$ cat config.mk
export PLATFORM = sky130hd
export DESIGN_NAME = adc_capture_ctrl_flat
export DESIGN_NICKNAME = d
export VERILOG_FILES = /design/src/rtl/adc_capture_pkg.sv /design/src/rtl/adc_capture_ctrl_if.sv /design/src/rtl/adc_sample_fifo.sv /design/src/rtl/adc_capture_ctrl.sv /design/src/flat_wrapper.sv
export SDC_FILE = /design/constraint.sdc
export NUM_CORES = 1
export LEC_CHECK = 0
export ABC_CLOCK_PERIOD_IN_PS = 4800
export CORE_AREA = 3 3 139 141
export DETAILED_ROUTE_END_ITERATION = 10
export DIE_AREA = 0 0 142 144
export PLACE_DENSITY = 0.56
export SLEW_MARGIN = 20
export SYNTH_ARGS = -nofsm -noshare
export SYNTH_HDL_FRONTEND = slang
export SYNTH_SLANG_ARGS = --single-unit
$ cat constraint.sdc
create_clock -name clk -period 4.8 [get_ports clk]
set_clock_uncertainty 0.2 [all_clocks]
set_input_delay 0.96 -clock clk [delete_from_list [all_inputs] [get_ports clk]]
set_output_delay 0.96 -clock clk [all_outputs]
set_load 0.005 [all_outputs]
$ cat src/rtl/adc_capture_pkg.sv
// ============================================================================
// Module      : adc_capture_pkg
// Description : Shared types and width helper for the ADC capture controller.
// Revision    : 1.0 - initial release
// ============================================================================
`default_nettype none

package adc_capture_pkg;

    typedef enum logic [0:0] {
        IDLE = 1'b0,
        RUN  = 1'b1
    } cap_state_t;

    // Occupancy counter must represent 0..depth inclusive.
    function automatic int level_w(input int depth);
        return $clog2(depth) + 1;
    endfunction

endpackage

`default_nettype wire

$ cat src/rtl/adc_capture_ctrl_if.sv
// ============================================================================
// Module      : adc_capture_ctrl_if
// Description : Valid/ready sample stream from the capture FIFO to a consumer.
// Revision    : 1.0 - initial release
// ============================================================================
`default_nettype none

interface adc_capture_ctrl_if #(
    parameter int DATA_W = 13
);
    logic [DATA_W-1:0] m_data;
    logic              m_valid;
    logic              m_ready;

    modport master (output m_data, output m_valid, input m_ready);
    modport slave  (input m_data, input m_valid, output m_ready);
endinterface

`default_nettype wire

$ cat src/rtl/adc_sample_fifo.sv
// ============================================================================
// Module      : adc_sample_fifo
// Description : Show-ahead sample FIFO; a push while full is accepted only
//               when a pop happens in the same cycle.
// Revision    : 1.0 - initial release
// ============================================================================
`default_nettype none

module adc_sample_fifo
    import adc_capture_pkg::*;
#(
    parameter int DATA_W     = 13,
    parameter int FIFO_DEPTH = 8
) (
    input  wire logic                            clk,
    input  wire logic                            rstn,
    input  wire logic                            push,
    input  wire logic [DATA_W-1:0]               push_data,
    input  wire logic                            pop,
    output logic      [DATA_W-1:0]               rd_data,
    output logic                                 full,
    output logic                                 empty,
    output logic      [level_w(FIFO_DEPTH)-1:0]  level
);
    localparam int                     c_ptr_w   = $clog2(FIFO_DEPTH);
    localparam int                     c_lvl_w   = level_w(FIFO_DEPTH);
    localparam logic [c_lvl_w-1:0]     c_lvl_max = c_lvl_w'(FIFO_DEPTH);
    localparam logic [c_lvl_w-1:0]     c_lvl_one = c_lvl_w'(1);
    localparam logic [c_ptr_w-1:0]     c_ptr_one = c_ptr_w'(1);

    logic [DATA_W-1:0]  r_mem [FIFO_DEPTH];
    logic [c_ptr_w-1:0] r_wr_ptr;
    logic [c_ptr_w-1:0] r_rd_ptr;
    logic [c_lvl_w-1:0] r_level;
    logic               w_do_push;
    logic               w_do_pop;

    assign full      = (r_level == c_lvl_max);
    assign empty     = (r_level == '0);
    assign level     = r_level;
    assign w_do_pop  = pop && !empty;
    assign w_do_push = push && (!full || w_do_pop);
    // Forced to zero when empty so the output bus is clean out of reset.
    assign rd_data   = empty ? '0 : r_mem[r_rd_ptr];

    always_ff @(posedge clk) begin
        if (w_do_push) begin
            r_mem[r_wr_ptr] <= push_data;
        end
    end

    always_ff @(posedge clk or negedge rstn) begin
        if (!rstn) begin
            r_wr_ptr <= '0;
            r_rd_ptr <= '0;
            r_level  <= '0;
        end else begin
            if (w_do_push) begin
                r_wr_ptr <= r_wr_ptr + c_ptr_one;
            end
            if (w_do_pop) begin
                r_rd_ptr <= r_rd_ptr + c_ptr_one;
            end
            case ({w_do_push, w_do_pop})
                2'b10:   r_level <= r_level + c_lvl_one;
                2'b01:   r_level <= r_level - c_lvl_one;
                default: r_level <= r_level;
            endcase
        end
    end

endmodule

`default_nettype wire

$ cat src/rtl/adc_capture_ctrl.sv
// ============================================================================
// Module      : adc_capture_ctrl
// Description : Drives a divided ADC clock, latches adc_data once per period
//               and queues samples (optionally averaged when the macro
//               ADC_CAPTURE_AVG_EN is defined) into a show-ahead FIFO.
// Revision    : 1.0 - initial release
// ============================================================================
`default_nettype none

module adc_capture_ctrl
    import adc_capture_pkg::*;
#(
    parameter int DATA_W       = 13,
    parameter int CLK_DIV      = 4,
    parameter int SAMPLE_PHASE = 1,
    parameter int FIFO_DEPTH   = 8,
    parameter int AVG_LOG2     = 2
) (
    input  wire logic                           clk,
    input  wire logic                           rstn,
    input  wire logic                           enable,
    output logic                                adc_clk,
    input  wire logic [DATA_W-1:0]              adc_data,
    adc_capture_ctrl_if.master                  m_if,
    output logic                                overflow,
    input  wire logic                           clr_ovf,
    output logic      [level_w(FIFO_DEPTH)-1:0] fifo_level
);
    localparam int                 c_div_w    = $clog2(CLK_DIV);
    localparam logic [c_div_w-1:0] c_div_last = c_div_w'(CLK_DIV - 1);
    localparam logic [c_div_w-1:0] c_div_half = c_div_w'(CLK_DIV / 2);
    localparam logic [c_div_w-1:0] c_phase    = c_div_w'(SAMPLE_PHASE);

    cap_state_t          r_state;
    logic [c_div_w-1:0]  r_div_cnt;
    logic                r_adc_clk;
    logic [DATA_W-1:0]   r_cap_reg;
    logic                r_cap_vld;
    logic                r_push;
    logic [DATA_W-1:0]   w_push_data;
    logic                r_overflow;
    logic                w_full;
    logic                w_empty;
    logic                w_pop;
    logic                w_ovf_evt;
    logic [DATA_W-1:0]   w_rd_data;

    always_ff @(posedge clk or negedge rstn) begin
        if (!rstn) begin
            r_state   <= IDLE;
            r_div_cnt <= '0;
            r_adc_clk <= 1'b0;
            r_cap_reg <= '0;
            r_cap_vld <= 1'b0;
        end else begin
            r_adc_clk <= (r_state == RUN) && (r_div_cnt >= c_div_half);
            r_cap_vld <= (r_state == RUN) && (r_div_cnt == c_phase);
            if ((r_state == RUN) && (r_div_cnt == c_phase)) begin
                r_cap_reg <= adc_data;
            end
            case (r_state)
                IDLE: begin
                    r_div_cnt <= '0;
                    if (enable) begin
                        r_state <= RUN;
                    end
                end
                RUN: begin
                    // Only leave at a period boundary so adc_clk never glitches.
                    if (r_div_cnt == c_div_last) begin
                        r_div_cnt <= '0;
                        if (!enable) begin
                            r_state <= IDLE;
                        end
                    end else begin
                        r_div_cnt <= r_div_cnt + c_div_w'(1);
                    end
                end
                default: begin
                    r_state   <= IDLE;
                    r_div_cnt <= '0;
                end
            endcase
        end
    end

`ifdef ADC_CAPTURE_AVG_EN
    localparam int c_acc_w = DATA_W + AVG_LOG2;

    logic [c_acc_w-1:0]  r_acc;
    logic [c_acc_w-1:0]  w_acc_sum;
    logic [AVG_LOG2-1:0] r_avg_cnt;
    logic [DATA_W-1:0]   r_avg_data;

    assign w_acc_sum   = r_acc + c_acc_w'(r_cap_reg);
    assign w_push_data = r_avg_data;

    always_ff @(posedge clk or negedge rstn) begin
        if (!rstn) begin
            r_acc      <= '0;
            r_avg_cnt  <= '0;
            r_avg_data <= '0;
            r_push     <= 1'b0;
        end else begin
            r_push <= 1'b0;
            if (r_cap_vld) begin
                r_avg_cnt <= r_avg_cnt + AVG_LOG2'(1);
                if (&r_avg_cnt) begin
                    r_push     <= 1'b1;
                    r_avg_data <= DATA_W'(w_acc_sum >> AVG_LOG2);
                    r_acc      <= '0;
                end else begin
                    r_acc <= w_acc_sum;
                end
            end else if (r_state == IDLE) begin
                r_acc     <= '0;
                r_avg_cnt <= '0;
            end
        end
    end
`else
    assign w_push_data = r_cap_reg;

    always_ff @(posedge clk or negedge rstn) begin
        if (!rstn) begin
            r_push <= 1'b0;
        end else begin
            r_push <= r_cap_vld;
        end
    end

    // Averaging depth has no meaning in this build.
    if (AVG_LOG2 < 0) begin : g_avg_unused
    end
`endif

    adc_sample_fifo #(
        .DATA_W     (DATA_W),
        .FIFO_DEPTH (FIFO_DEPTH)
    ) u_fifo (
        .clk       (clk),
        .rstn      (rstn),
        .push      (r_push),
        .push_data (w_push_data),
        .pop       (w_pop),
        .rd_data   (w_rd_data),
        .full      (w_full),
        .empty     (w_empty),
        .level     (fifo_level)
    );

    assign w_pop     = !w_empty && m_if.m_ready;
    assign w_ovf_evt = r_push && w_full && !w_pop;

    always_ff @(posedge clk or negedge rstn) begin
        if (!rstn) begin
            r_overflow <= 1'b0;
        end else if (w_ovf_evt) begin
            r_overflow <= 1'b1;
        end else if (clr_ovf) begin
            r_overflow <= 1'b0;
        end
    end

    assign m_if.m_data  = w_rd_data;
    assign m_if.m_valid = !w_empty;
    assign overflow     = r_overflow;
    assign adc_clk      = r_adc_clk;

endmodule

`default_nettype wire
$ cat src/flat_wrapper.sv
// flat-port wrapper written by rule: the top's interface ports become plain ports
module adc_capture_ctrl_flat import adc_capture_pkg::*;
#(
    parameter int DATA_W       = 13,
    parameter int CLK_DIV      = 4,
    parameter int SAMPLE_PHASE = 1,
    parameter int FIFO_DEPTH   = 8,
    parameter int AVG_LOG2     = 2
)
  (clk, rstn, enable, adc_clk, adc_data, overflow, clr_ovf, fifo_level, m_if_m_data, m_if_m_valid, m_if_m_ready);
  adc_capture_ctrl_if #(.DATA_W(DATA_W)) m_if_i ();
  input  wire logic clk;
  input  wire logic rstn;
  input  wire logic enable;
  output logic adc_clk;
  input  wire logic [DATA_W-1:0] adc_data;
  output logic overflow;
  input  wire logic clr_ovf;
  output logic      [level_w(FIFO_DEPTH)-1:0] fifo_level;
  output wire logic [$bits(m_if_i.m_data)-1:0] m_if_m_data;
  output wire logic [$bits(m_if_i.m_valid)-1:0] m_if_m_valid;
  input wire logic [$bits(m_if_i.m_ready)-1:0] m_if_m_ready;
  assign m_if_m_data = m_if_i.m_data;
  assign m_if_m_valid = m_if_i.m_valid;
  assign m_if_i.m_ready = m_if_m_ready;
  adc_capture_ctrl #(.DATA_W(DATA_W), .CLK_DIV(CLK_DIV), .SAMPLE_PHASE(SAMPLE_PHASE), .FIFO_DEPTH(FIFO_DEPTH), .AVG_LOG2(AVG_LOG2)) u_core (.clk(clk), .rstn(rstn), .enable(enable), .adc_clk(adc_clk), .adc_data(adc_data), .m_if(m_if_i), .overflow(overflow), .clr_ovf(clr_ovf), .fifo_level(fifo_level));
endmodule
**Yosys cells after proc, flatten, opt, wreduce, memory -nomap -nowiden**

Memories as Yosys holds them, arrays and structs flattened.
Index checks and enable logic that the tools add are counted.

- Output and inout bits: 20
- Bits in registers: 30
- RAM bits: 104
- Memories kept: 1

Memory list:

| memory | words | width | rd ports | clocked after memory_dff | wr ports | line | RTL |
|---|---|---|---|---|---|---|---|
| u_core.u_fifo.r_mem | 8 | 13 | 1 | 0 | 1 | adc_sample_fifo.sv:31 | `logic [DATA_W-1:0] r_mem [FIFO_DEPTH];` |

- Mux-type cells: 11
- Bitwise operators: 1
- Equality and inequality tests: 5
- $add $sub $neg: 5
- Reduce and logical (&&, ||, !) cells: 14
- $lt $le $gt $ge: 1

Operator list:

| operator | number |
|---|---|
| 13-bit 2-to-1 mux | 1 |
| 4-bit one-hot mux with 2 select lines | 1 |
| 1-bit logical AND | 7 |
| 3-bit by 1-bit adder with 3-bit output, second input constant | 2 |
| 1-bit 2-to-1 mux | 6 |
| 4-bit by 1-bit adder with 4-bit output, second input constant | 1 |
| 2-bit by 1-bit equality test with 1-bit output, second input constant | 2 |
| 2-bit equality test, second input constant | 2 |
| 4-bit equality test, second input constant | 1 |
| 4-bit zero test | 1 |
| 2-bit one-hot mux with 2 select lines | 1 |
| 2-bit nonzero test | 2 |
| 4-bit by 1-bit subtractor with 4-bit output, second input constant | 1 |
| 1-bit zero test | 3 |
| 2-bit by 1-bit adder with 2-bit output, second input constant | 1 |
| 2-bit >= comparator, second input constant | 1 |
| 2-bit 2-to-1 mux | 1 |
| 1-bit one-hot mux with 2 select lines | 1 |
| 1-bit logical OR | 1 |
| 1-bit inverter | 1 |

**Logic depth before layout (Yosys ltp)**

Gate-level depths: netlist of the first run.

- Word-level depth: 8
- Mapped depth: 8
- Gate-level depth less buffers: 7

**Modules after synthesis**

From an unflattened synthesis of the first run, not the netlist that was laid out.

- Cell total of the unflattened synthesis: 274
- Area total of the unflattened synthesis: 5356.4 um2

Modules (own cells, without submodules):

| module | area each (um2) | seq. area each (um2) | times used | cells each |
|---|---|---|---|---|
| adc_sample_fifo | 4554.4 | 3373.2 | 1 | 223 |
| adc_capture_ctrl | 802.0 | 500.5 | 1 | 51 |

**Least setup slack after synthesis of the first run**

No wires, ideal clock.

- Path type: input to register
- From: input port m_if_m_ready
- To: memory u_core.u_fifo.r_mem[0][0] (enable)
- Library setup time: 417 ps
- Buffers on the path: 0
- Stages: 3
- Slack: 1667 ps
- Data arrival time: 2516 ps
- Cell sequence: nand2b_1 > o21ai_4 > nor4_1

- Cells in the longest elaborated chain, start to end: 6

Ends and longest elaborated chain:

| item | line | RTL |
|---|---|---|
| from (decl) | flat_wrapper.sv:22 | `input wire logic [$bits(m_if_i.m_ready)-1:0] m_if_m_ready;` |
| 1-bit logical AND | adc_capture_ctrl.sv:152 | `assign w_pop = !w_empty && m_if.m_ready;` |
| 1-bit logical AND | adc_sample_fifo.sv:41 | `assign w_do_pop = pop && !empty;` |
| 1-bit logical OR | adc_sample_fifo.sv:42 | `assign w_do_push = push && (!full \|\| w_do_pop);` |
| 1-bit logical AND | adc_sample_fifo.sv:42 |  |
| 1-bit 2-to-1 mux | adc_sample_fifo.sv:47 | `if (w_do_push) begin` |
| 1-bit 2-to-1 mux (implied by the code) | adc_sample_fifo.sv:48 | `r_mem[r_wr_ptr] <= push_data;` |
| to (decl) | adc_sample_fifo.sv:31 |  |

Every way passes these cells.

**Worst setup path after layout of the first run**

- From: register u_core.u_fifo.r_rd_ptr[1]
- To: output port m_if_m_data[3]

- Cells in the longest elaborated chain, start to end: 2

Ends and longest elaborated chain:

| item | line | RTL |
|---|---|---|
| from (decl) | adc_sample_fifo.sv:33 | `logic [c_ptr_w-1:0] r_rd_ptr;` |
| from (signal assigned) | adc_sample_fifo.sv:62 | `r_rd_ptr <= r_rd_ptr + c_ptr_one;` |
| memory read 8 x 13 bit | n/a |  |
| 13-bit 2-to-1 mux | adc_sample_fifo.sv:44 | `assign rd_data = empty ? '0 : r_mem[r_rd_ptr];` |
| to (decl) | flat_wrapper.sv:20 | `output wire logic [$bits(m_if_i.m_data)-1:0] m_if_m_data;` |

Every way passes these cells.

==> results_dict.tcl, run 1 <==
set metrics [dict create \
    numCtsBuffers 17 \
    holdWs_ps 150.8 \
    io_pins 38 \
    synth_common_cells "edfxtp_1, mux2_2, dfrtp_1" \
    place.gp.congestion 0.7226 \
    vdd_drop_max_uv 222.8 \
    antenna_cells 0 \
    post-cts-setup-buffers 0 \
    ys_types 41 \
    start_util 0.3017 \
    setup_violations 0 \
    rsz0062_at_grt "false" \
    netlist_area_mm2 0.005456 \
    fin_crit_ps 3883 \
    cts.hold.buffers_added 0 \
    cts_buffer_depth 2 \
    synth.most_common_cell "edfxtp_1" \
    overflow 0 \
    wire_per_inst_um 17.07 \
    endpoint_kind "primary output" \
    final_hold_viol_count 0 \
    synth_seq_cells 134 \
    synth_edf_count 104 \
    final_antenna_net_count 0 \
    slew_headroom 0.3250 \
    syn_inst 333 \
    yosys.area_share.xor_xnor 0.006421 \
    grt_max_degree 32 \
    chipWidth_um 142 \
    finalMaxSlewViolations 0 \
    vias_per_cell 4.723 \
    p_leak_nw 2.367 \
    cts-root-buf "clkbuf_16" \
    synthMuxAreaShare 0.1348 \
    synth_top_family_by_area "multiplexers" \
    die_y_um 144 \
    vias 2947 \
    synth.area.top_cells "edfxtp_1, dfrtp_1, mux2_2" \
    clock_sinks 134 \
    synth.top_cell.area_share 0.5723 \
    fin_nets 405 \
    clk_latency_ps 410 \
    min_from "u_core.r_cap_vld" \
    grt_pass1_wl_um 17110 \
    port_buffers 37 \
    grt_use_total 0.1104 \
    cp.required_ps 3640 \
    power.density_mw_per_mm2 672.1 \
    ys.flop_type "edfxtp_1" \
    syn_to_final_growth_pct 22.88 \
    crit_type "flop to primary output" \
    cp_slowest_cell "dfrtp_2" \
    grt_pass1_vias 3014 \
    antenna_found_initial 0 \
    clk_pin_slew_ps 60 \
    synth-simple-area-share 0.05687 \
    yosysTopAreaCell "edfxtp_1" \
    seq_area_frac_synth 0.7099 \
    cp.arrival_ps 2720 \
    dr.pass1.iters 4 \
    post-route-drc-count 0 \
    die_area_mm2 0.02045 \
    cts_tree "built" \
    synthArstFlopShare 0.2239 \
    routed_wl_um 10650 \
    syn-mean-instance-area_um2 16.39 \
    maxCapViolCount 0 \
    start_kind "flop" \
    final_area_mm2 0.006705 \
    ys_warn_count 0 \
    min_path_type "flop to flop" \
    place_hpwl_um 7080 \
    synth_fp_nets 356 \
    crit_path_max_incr_delay_ps 800 \
    fin_tns_setup_ps 0 \
    status "finished, final reports clean" \
    max_freq_ghz 0.2575 \
    cts_resized 0 \
    core_mm2 0.01809 \
    synth_fa_ha_area_frac 0.01147 \
    ff2ff_setup_slack_ps 1980 \
    largest_register_ffs 104 \
    worstMarginPinSlew_ps 1005 \
    place_area_mm2 0.006143 \
    htreeDepth 4 \
    synth-compound-area-share 0.06077 \
    crit_start "u_core.u_fifo.r_rd_ptr[1]" \
    r2r_start "u_core.u_fifo.level[3]" \
    drive_above_1_share 0.2430 \
    critPathMaxFanout 31 \
    rows 49 \
    path_cells "buf_12, mux2_2, o22ai_1, nor3_1, clkdlybuf4s50_1" \
    drt_iter0_markers 145 \
    period_share 0.8090 \
]
critical path, delay by kind of cell (launching register included):
family,cells,cell delay (ps)
AO/OA/AOI/OAI,1,230
buffers and inverters,2,810
flip-flops,1,800
multiplexers,1,360
AND/OR/NAND/NOR,1,110
per-layer routing:
layer | track usage | vias to the layer above | share of wire
met5 | 0 | - | 0
met3 | 0.03307 | 13 | 0.039
met1 | 0.1452 | 1480 | 0.46
li1 | - | 1388 | -
met2 | 0.1734 | 66 | 0.48
met4 | 0.04141 | 0 | 0.016
through the flow:
| step | util | total power (W) | setup WS [ps] | instances |
|---|---|---|---|---|
| after floorplan | - | 0.002706 | 1667 | 333 |
| after global placement | 0.3397 | 0.003297 | 1345 | 592 |
| after detailed placement | 0.3397 | 0.003350 | 1328 | 592 |
| after CTS | 0.3705 | 0.004553 | 882.6 | 624 |
| after global routing | 0.3707 | 0.004754 | 796.6 | 624 |
| final | 0.3707 | 0.004507 | 917.0 | 624 |
kinds of logic after synthesis:
group                    Yosys count
adder cells (fa/ha/maj)            5
AO/OA/AOI/OAI                     44
XOR/XNOR                           4
multiplexers                      68
buffers and inverters             23
flip-flops                       134
AND/OR/NAND/NOR                   55
cell type report:
type	count	area, µm²
clock buffer	18	429.2
clock inverter	14	127.6
fill	1659	11380
inverter	6	22.52
multi-input combinational	176	1506
sequential	134	3875
tap	229	286.5
timing repair buffer	47	457.9
cells in the final DEF (no fill, tap or decap), drive strengths merged, types with 2 or more instances in the layout:
| master | instances |
|---|---|
| edfxtp | 104 |
| mux2 | 41 |
| clkdlybuf4s50 | 37 |
| dfrtp | 30 |
| mux2i | 27 |
| clkbuf | 18 |
| nor3 | 18 |
| o22ai | 14 |
| a22o | 13 |
| buf | 10 |
| nand2b | 9 |
| inv | 9 |
| nor2 | 8 |
| nand2 | 8 |
| clkinv | 6 |
| ha | 5 |
| xnor2 | 4 |
| clkinvlp | 4 |
| o211ai | 3 |
| a21oi | 3 |
| o21ai | 3 |
| and2 | 2 |
| o32ai | 2 |
| nor4 | 2 |
| nor2b | 2 |
| or3 | 2 |
where the power goes:
part	switching [W]	internal (W)	leakage (nW)
clock	0.000483	0.000715	0.263
combinational	0.000620	0.000740	0.808
sequential	0.000334	0.00162	1.30
total	0.00144	0.00307	2.37
final timing paths:
| kind | endpoint | cells after the start |
|---|---|---|
| min in group asynchronous | u_core.adc_clk | 2 |
| worst max-delay path | m_if_m_data[3] | 5 |
| worst min register to register | u_core.r_push | 0 |
| worst min-delay path | u_core.r_push | 0 |
| worst max register to register | u_core.u_fifo.level[2] | 6 |
| max in group asynchronous | u_core.u_fifo.r_rd_ptr[1] | 2 |
Power figures use the tool's default switching activity.
==> run 2: changes to the inputs <==
--- a/config.mk
+++ b/config.mk
@@ -5,7 +5,7 @@
 export SDC_FILE = /design/constraint.sdc
 export NUM_CORES = 1
 export LEC_CHECK = 0
-export ABC_CLOCK_PERIOD_IN_PS = 4800
+export ABC_CLOCK_PERIOD_IN_PS = 4000
 export CORE_AREA = 3 3 139 141
 export DETAILED_ROUTE_END_ITERATION = 10
 export DIE_AREA = 0 0 142 144
==> constraint.sdc (replaced) <==
create_clock -name clk -period 4 [get_ports clk]
set_clock_uncertainty 0.2 [all_clocks]
set_input_delay 0.8 -clock clk [delete_from_list [all_inputs] [get_ports clk]]
set_output_delay 0.8 -clock clk [all_outputs]
set_load 0.005 [all_outputs]
==> results_dict.tcl, run 2 (synthesis results as in run 1) <==
set metrics [dict create \
    max_freq_ghz 0.2861 \
    r2r_cells 6 \
    post-cts-setup-buffers 0 \
    core_mm2 0.01809 \
    p_leak_nw 2.413 \
    antenna_found_initial 0 \
    antenna_cells 0 \
    r2r_start "u_core.u_fifo.level[3]" \
    clk_pin_slew_ps 50 \
    place_hpwl_um 6681 \
    seqPwrFrac 0.412 \
    final_cell_mix "edfxtp_1, mux2_2, clkdlybuf4s50_1, dfrtp_1, mux2i_1" \
    grt_pass1_wl_um 16730 \
    vias 2924 \
    path_cells "nand2b_1, o22ai_1, nor3_1, clkdlybuf4s50_1" \
    port_buffers 37 \
    cts.hold.buffers_added 0 \
    final_antenna_net_count 0 \
    crit_family "simple AND/OR/NAND/NOR gates" \
    vdd_drop_max_uv 325.1 \
    cts_tree "built" \
    clk_latency_ps 400 \
    place_area_mm2 0.006173 \
    vias_per_cell 4.656 \
    rsz0062_at_grt "false" \
    layout_commonest_cell "edfxtp_1" \
    chipWidth_um 142 \
    routed_wl_um 10450 \
    holdWs_ps 147.3 \
    syn_to_final_growth_pct 24.17 \
    holdPathStages 0 \
    place.gp.congestion 0.7013 \
    dr.pass1.iters 5 \
    power.net_switching_w 0.001695 \
    stdcell_count 628 \
    min_to "u_core.r_push" \
    power.density_mw_per_mm2 816.0 \
    start_kind "flop" \
    switching_share 0.3066 \
    reg2reg_to "u_core.u_fifo.level[1]" \
    critPathMaxFanout 13 \
    final_area_mm2 0.006775 \
    cp.arrival_ps 2500 \
    clock_sinks 134 \
    fin_tns_setup_ps 0 \
    fill_cells 1663 \
    cts_buffer_depth 2 \
    crit_path_max_incr_delay_ps 570 \
    cts_resized 0 \
    slew_headroom 0.5189 \
    min_path_type "flop to flop" \
    worstMarginPinSlew_ps 716.3 \
    period_share 0.8738 \
    post-route-drc-count 0 \
    critPathBufInv 1 \
    grt_max_degree 31 \
    finalMaxSlewViolations 0 \
    drive_above_1_share 0.2481 \
    die_area_mm2 0.02045 \
    crit_type "flop to primary output" \
    endpoint_kind "primary output" \
    cp.required_ps 3000 \
    start_util 0.3017 \
    cp_slowest_cell "clkdlybuf4s50_1" \
    dp.cells 596 \
    comb_power_share 0.308 \
    overflow 0 \
    die_y_um 144 \
    grt_pass1_vias 3006 \
    rows 49 \
    ff2ff_setup_slack_ps 1400 \
    status "finished, final reports clean" \
    maxCapViolCount 0 \
    fin_crit_ps 3495 \
    min_from "u_core.r_cap_vld" \
    io_pins 38 \
    grt_use_total 0.1087 \
    p_int_w 0.003834 \
    largest_register_ffs 104 \
    multi_input_area_mm2 0.001501 \
    setup_violations 0 \
    final_hold_viol_count 0 \
    p_clk_frac 0.280 \
    htreeDepth 4 \
    wire_per_inst_um 16.64 \
    fin_nets 409 \
    regArea_mm2 0.003875 \
    numCtsBuffers 17 \
    cts-root-buf "clkbuf_16" \
    drt_iter0_markers 119 \
]
==> run 2: changes by cell type in the layout (fill, tap and decap cells not counted), sizes merged <==
cell,before,now
buf,10,14
clkbuf,18,17
bufinv,1,3
inv,9,10
clkinv,6,5
clkinvlp,4,3
==> run 2: per-stage QoR <==
step	worst slack [ps]	power [W]	utilization
after CTS	433.9	0.005602	0.3746
after global placement	907.0	0.003992	0.3413
final	504.8	0.005529	0.3746
after floorplan	1027	0.003248	-
after detailed placement	858.1	0.004038	0.3413
after global routing	359.2	0.005853	0.3746
==> run 2: cell type report <==
| class | instances | share of cell area |
|---|---|---|
| inverters | 6 | 0.003324 |
| clock inverters | 15 | 0.02604 |
| well taps | 229 | 0.04229 |
| multi-input cells | 176 | 0.2216 |
| clock buffers | 17 | 0.06279 |
| flip-flops and latches | 134 | 0.5719 |
| repair buffers | 51 | 0.07202 |
==> run 2: worst max path at each step <==
stage	startpoint	end	slack [ps]	cells after the start
after CTS	u_core.u_fifo.r_rd_ptr[0]	m_if_m_data[11]	430	4
after global placement	u_core.u_fifo.r_rd_ptr[0]	m_if_m_data[11]	910	4
after detailed placement	u_core.u_fifo.r_rd_ptr[0]	m_if_m_data[11]	860	4
final	u_core.u_fifo.r_rd_ptr[0]	m_if_m_data[12]	500	4
after floorplan	m_if_m_ready	u_core.u_fifo.r_mem[0][0]	1030	3
after global routing	u_core.u_fifo.r_rd_ptr[0]	m_if_m_data[1]	360	4
==> run 2: layer usage <==
metal	vias up	part of all wire	routed length, µm	GRT usage
met5	-	0	0	0
met2	58	0.53	5567	0.1930
met3	5	0.037	384	0.03274
met4	0	0.0079	83	0.02879
met1	1463	0.42	4414	0.1288
li1	1398	-	-	-
==> run 2: power by group through the flow <==
stage | clock (W) | sequential, W | combinational, W
after global routing | 0.00166 | 0.00233 | 0.00186
final | 0.00155 | 0.00228 | 0.00170
after detailed placement | 0 | 0.00230 | 0.00173
after CTS | 0.00158 | 0.00228 | 0.00174
after global placement | 0 | 0.00227 | 0.00172
after floorplan | 0 | 0.00215 | 0.00110
==> run 3: changes to the inputs <==
--- a/config.mk
+++ b/config.mk
@@ -6,11 +6,12 @@
 export NUM_CORES = 1
 export LEC_CHECK = 0
 export ABC_CLOCK_PERIOD_IN_PS = 4000
-export CORE_AREA = 3 3 139 141
+export CORE_AREA = 3 3 138 140
 export DETAILED_ROUTE_END_ITERATION = 10
-export DIE_AREA = 0 0 142 144
+export DIE_AREA = 0 0 141 143
 export PLACE_DENSITY = 0.56
 export SLEW_MARGIN = 20
 export SYNTH_ARGS = -nofsm -noshare
 export SYNTH_HDL_FRONTEND = slang
+export SYNTH_HIERARCHICAL = 1
 export SYNTH_SLANG_ARGS = --single-unit
==> results_dict.tcl, run 3 <==
set metrics [dict create \
    fin_tns_setup_ps 0 \
    syn_to_final_growth_pct 25.13 \
    die_area_mm2 0.02016 \
    numCtsBuffers 17 \
    post-cts-setup-buffers 0 \
    chipWidth_um 141 \
    drive_above_1_share 0.2688 \
    clk_latency_ps 410 \
    grt_max_degree 31 \
    port_buffers 37 \
    switching_share 0.2852 \
    final_antenna_net_count 0 \
    final_area_mm2 0.006703 \
    clock_sinks 134 \
    crit_start "u_core/u_fifo/r_rd_ptr[1]" \
    maxCapViolCount 0 \
    place_hpwl_um 6099 \
    cp.required_ps 3000 \
    layout_commonest_cell "edfxtp_1" \
    antenna_cells 0 \
    p_int_w 0.003925 \
    power.net_switching_w 0.001566 \
    cts_resized 0 \
    dp.cells 543 \
    ys.flop_type "edfxtp_1" \
    final_cell_mix "edfxtp_1, clkdlybuf4s50_1, dfrtp_1, mux4_2, nor2_1" \
    slew_headroom 0.5539 \
    synth_seq_cells 134 \
    critPathMaxFanout 16 \
    ys_types 33 \
    period_share 0.8871 \
    fin_nets 359 \
    antenna_found_initial 0 \
    wire_per_inst_um 17.94 \
    final_util 0.3731 \
    endpoint_kind "primary output" \
    power.density_mw_per_mm2 819.2 \
    vias_per_cell 4.485 \
    rsz0062_at_grt "false" \
    netlist_area_mm2 0.005356 \
    grt_pass1_vias 2781 \
    fin_crit_ps 3548 \
    start_kind "flop" \
    finalMaxSlewViolations 0 \
    grt_use_total 0.1104 \
    start_util 0.2982 \
    synthArstFlopShare 0.2239 \
    seqPwrFrac 0.418 \
    overflow 0 \
    rows 49 \
    synth.most_common_cell "edfxtp_1" \
    setup_violations 0 \
    max_freq_ghz 0.2818 \
    synth_common_cells "edfxtp_1, dfrtp_1, mux4_2" \
    r2r_start "u_core/u_fifo/level[1]" \
    syn-mean-instance-area_um2 19.55 \
    synth.top_cell.area_share 0.5830 \
    grt_pass1_wl_um 16370 \
    yosysTopAreaCell "edfxtp_1" \
    post-route-drc-count 0 \
    ys_warn_count 6 \
    synth.area.top_cells "edfxtp_1, dfrtp_1, mux4_2" \
    core_mm2 0.01796 \
    routed_wl_um 10310 \
    syn_inst 274 \
    crit_type "flop to primary output" \
    synth_fp_nets 300 \
    htreeDepth 4 \
    status "finished, final reports clean" \
    place_area_mm2 0.006090 \
    vdd_drop_max_uv 325.4 \
    seq_area_frac_synth 0.7232 \
    final_hold_viol_count 0 \
    cts_buffer_depth 2 \
    worstMarginPinSlew_ps 669.2 \
    p_clk_frac 0.290 \
    drt_iter0_markers 217 \
    min_path_type "flop to flop" \
    p_leak_nw 2.379 \
    cts-root-buf "clkbuf_16" \
    ff2ff_setup_slack_ps 1070 \
    comb_power_share 0.292 \
    vias 2579 \
    synth_edf_count 104 \
    cts_tree "built" \
    clk_pin_slew_ps 50 \
    io_pins 38 \
    cts.hold.buffers_added 0 \
    die_y_um 143 \
    largest_register_ffs 104 \
    stdcell_count 575 \
    dr.pass1.iters 4 \
    cp.arrival_ps 2550 \
    place.gp.congestion 0.6910 \
    min_from "u_core/r_cap_vld" \
]
run 3: cell types whose count changed in the layout (fill, tap and decap cells not counted), moves of 3 or more:
| cell | previous run | this run |
|---|---|---|
| mux2i_1 | 27 | 13 |
| o211ai_1 | 3 | 0 |
| nor2_1 | 8 | 18 |
| mux2_4 | 1 | 9 |
| a22o_1 | 13 | 0 |
| inv_6 | 4 | 1 |
| clkinv_4 | 1 | 4 |
| o22ai_1 | 14 | 1 |
| nand2b_1 | 9 | 4 |
| mux2_2 | 40 | 6 |
| ha_1 | 5 | 8 |
| mux4_2 | 0 | 26 |
| nor3_1 | 14 | 1 |
| xor2_1 | 0 | 4 |
run 3: final cells by class:
type                    instances  area, µm²
inverters                       7      31.28
clock inverters                13      180.2
clock buffers                  19      432.9
repair buffers                 50      480.5
fillers                      1662      11260
multi-input cells             123       1418
well taps                     229      286.5
flip-flops and latches        134       3874
run 3: worst paths after layout:
path,end,cells after the start
max reg2reg,u_core/u_fifo/level[2],11
max in group asynchronous,u_core/r_cap_reg[5],2
min in group asynchronous,u_core/overflow,2
min reg2reg,u_core/r_push,0
max,m_if_m_data[4],5
min,u_core/r_push,0
run 3: layer usage:
layer	part of all wire	track usage	up-vias
met5	0	0	-
met4	0.013	0.05201	0
met3	0.022	0.02612	8
met2	0.51	0.1837	39
met1	0.46	0.1369	1344
li1	-	-	1188
run 3: cells by family after synthesis:
group	count (synthesis)	share of synthesized area
AOI/OAI and AO/OA	5	0.007942
and+or+nand+nor	47	0.04695
DFF	134	0.7232
xor gates and xnor gates	9	0.01472
buffers and inverters	17	0.01705
adders and majority gates	8	0.01869
muxes	54	0.1715
run 3: per-stage QoR:
stage / hold slack [ps] / setup slack (ps) / power (W)
global route: 169.9 / 260.7 / 0.005834
global placement: 133.0 / 653.4 / 0.003929
floorplan: 131.2 / 813.0 / 0.003265
CTS: 149.6 / 340.9 / 0.005591
finish: 147.3 / 451.6 / 0.005491
detailed placement: 137.0 / 670.9 / 0.003972
run 3: critical path, stage by stage (launching register included):
cell and delay [ps]:
dfrtp_1 720, buf_4 370, mux4_2 330, mux2i_1 210
nor2_1 70, clkdlybuf4s50_1 440
run 3: power by group through the flow:
| stage | Combinational [W] | Clock, W | Sequential (W) |
|---|---|---|---|
| final | 0.00160 | 0.00159 | 0.00229 |
| after global routing | 0.00177 | 0.00170 | 0.00236 |
| after CTS | 0.00165 | 0.00164 | 0.00230 |
| after detailed placement | 0.00165 | 0 | 0.00233 |
| after global placement | 0.00163 | 0 | 0.00230 |
| after floorplan | 0.00109 | 0 | 0.00217 |
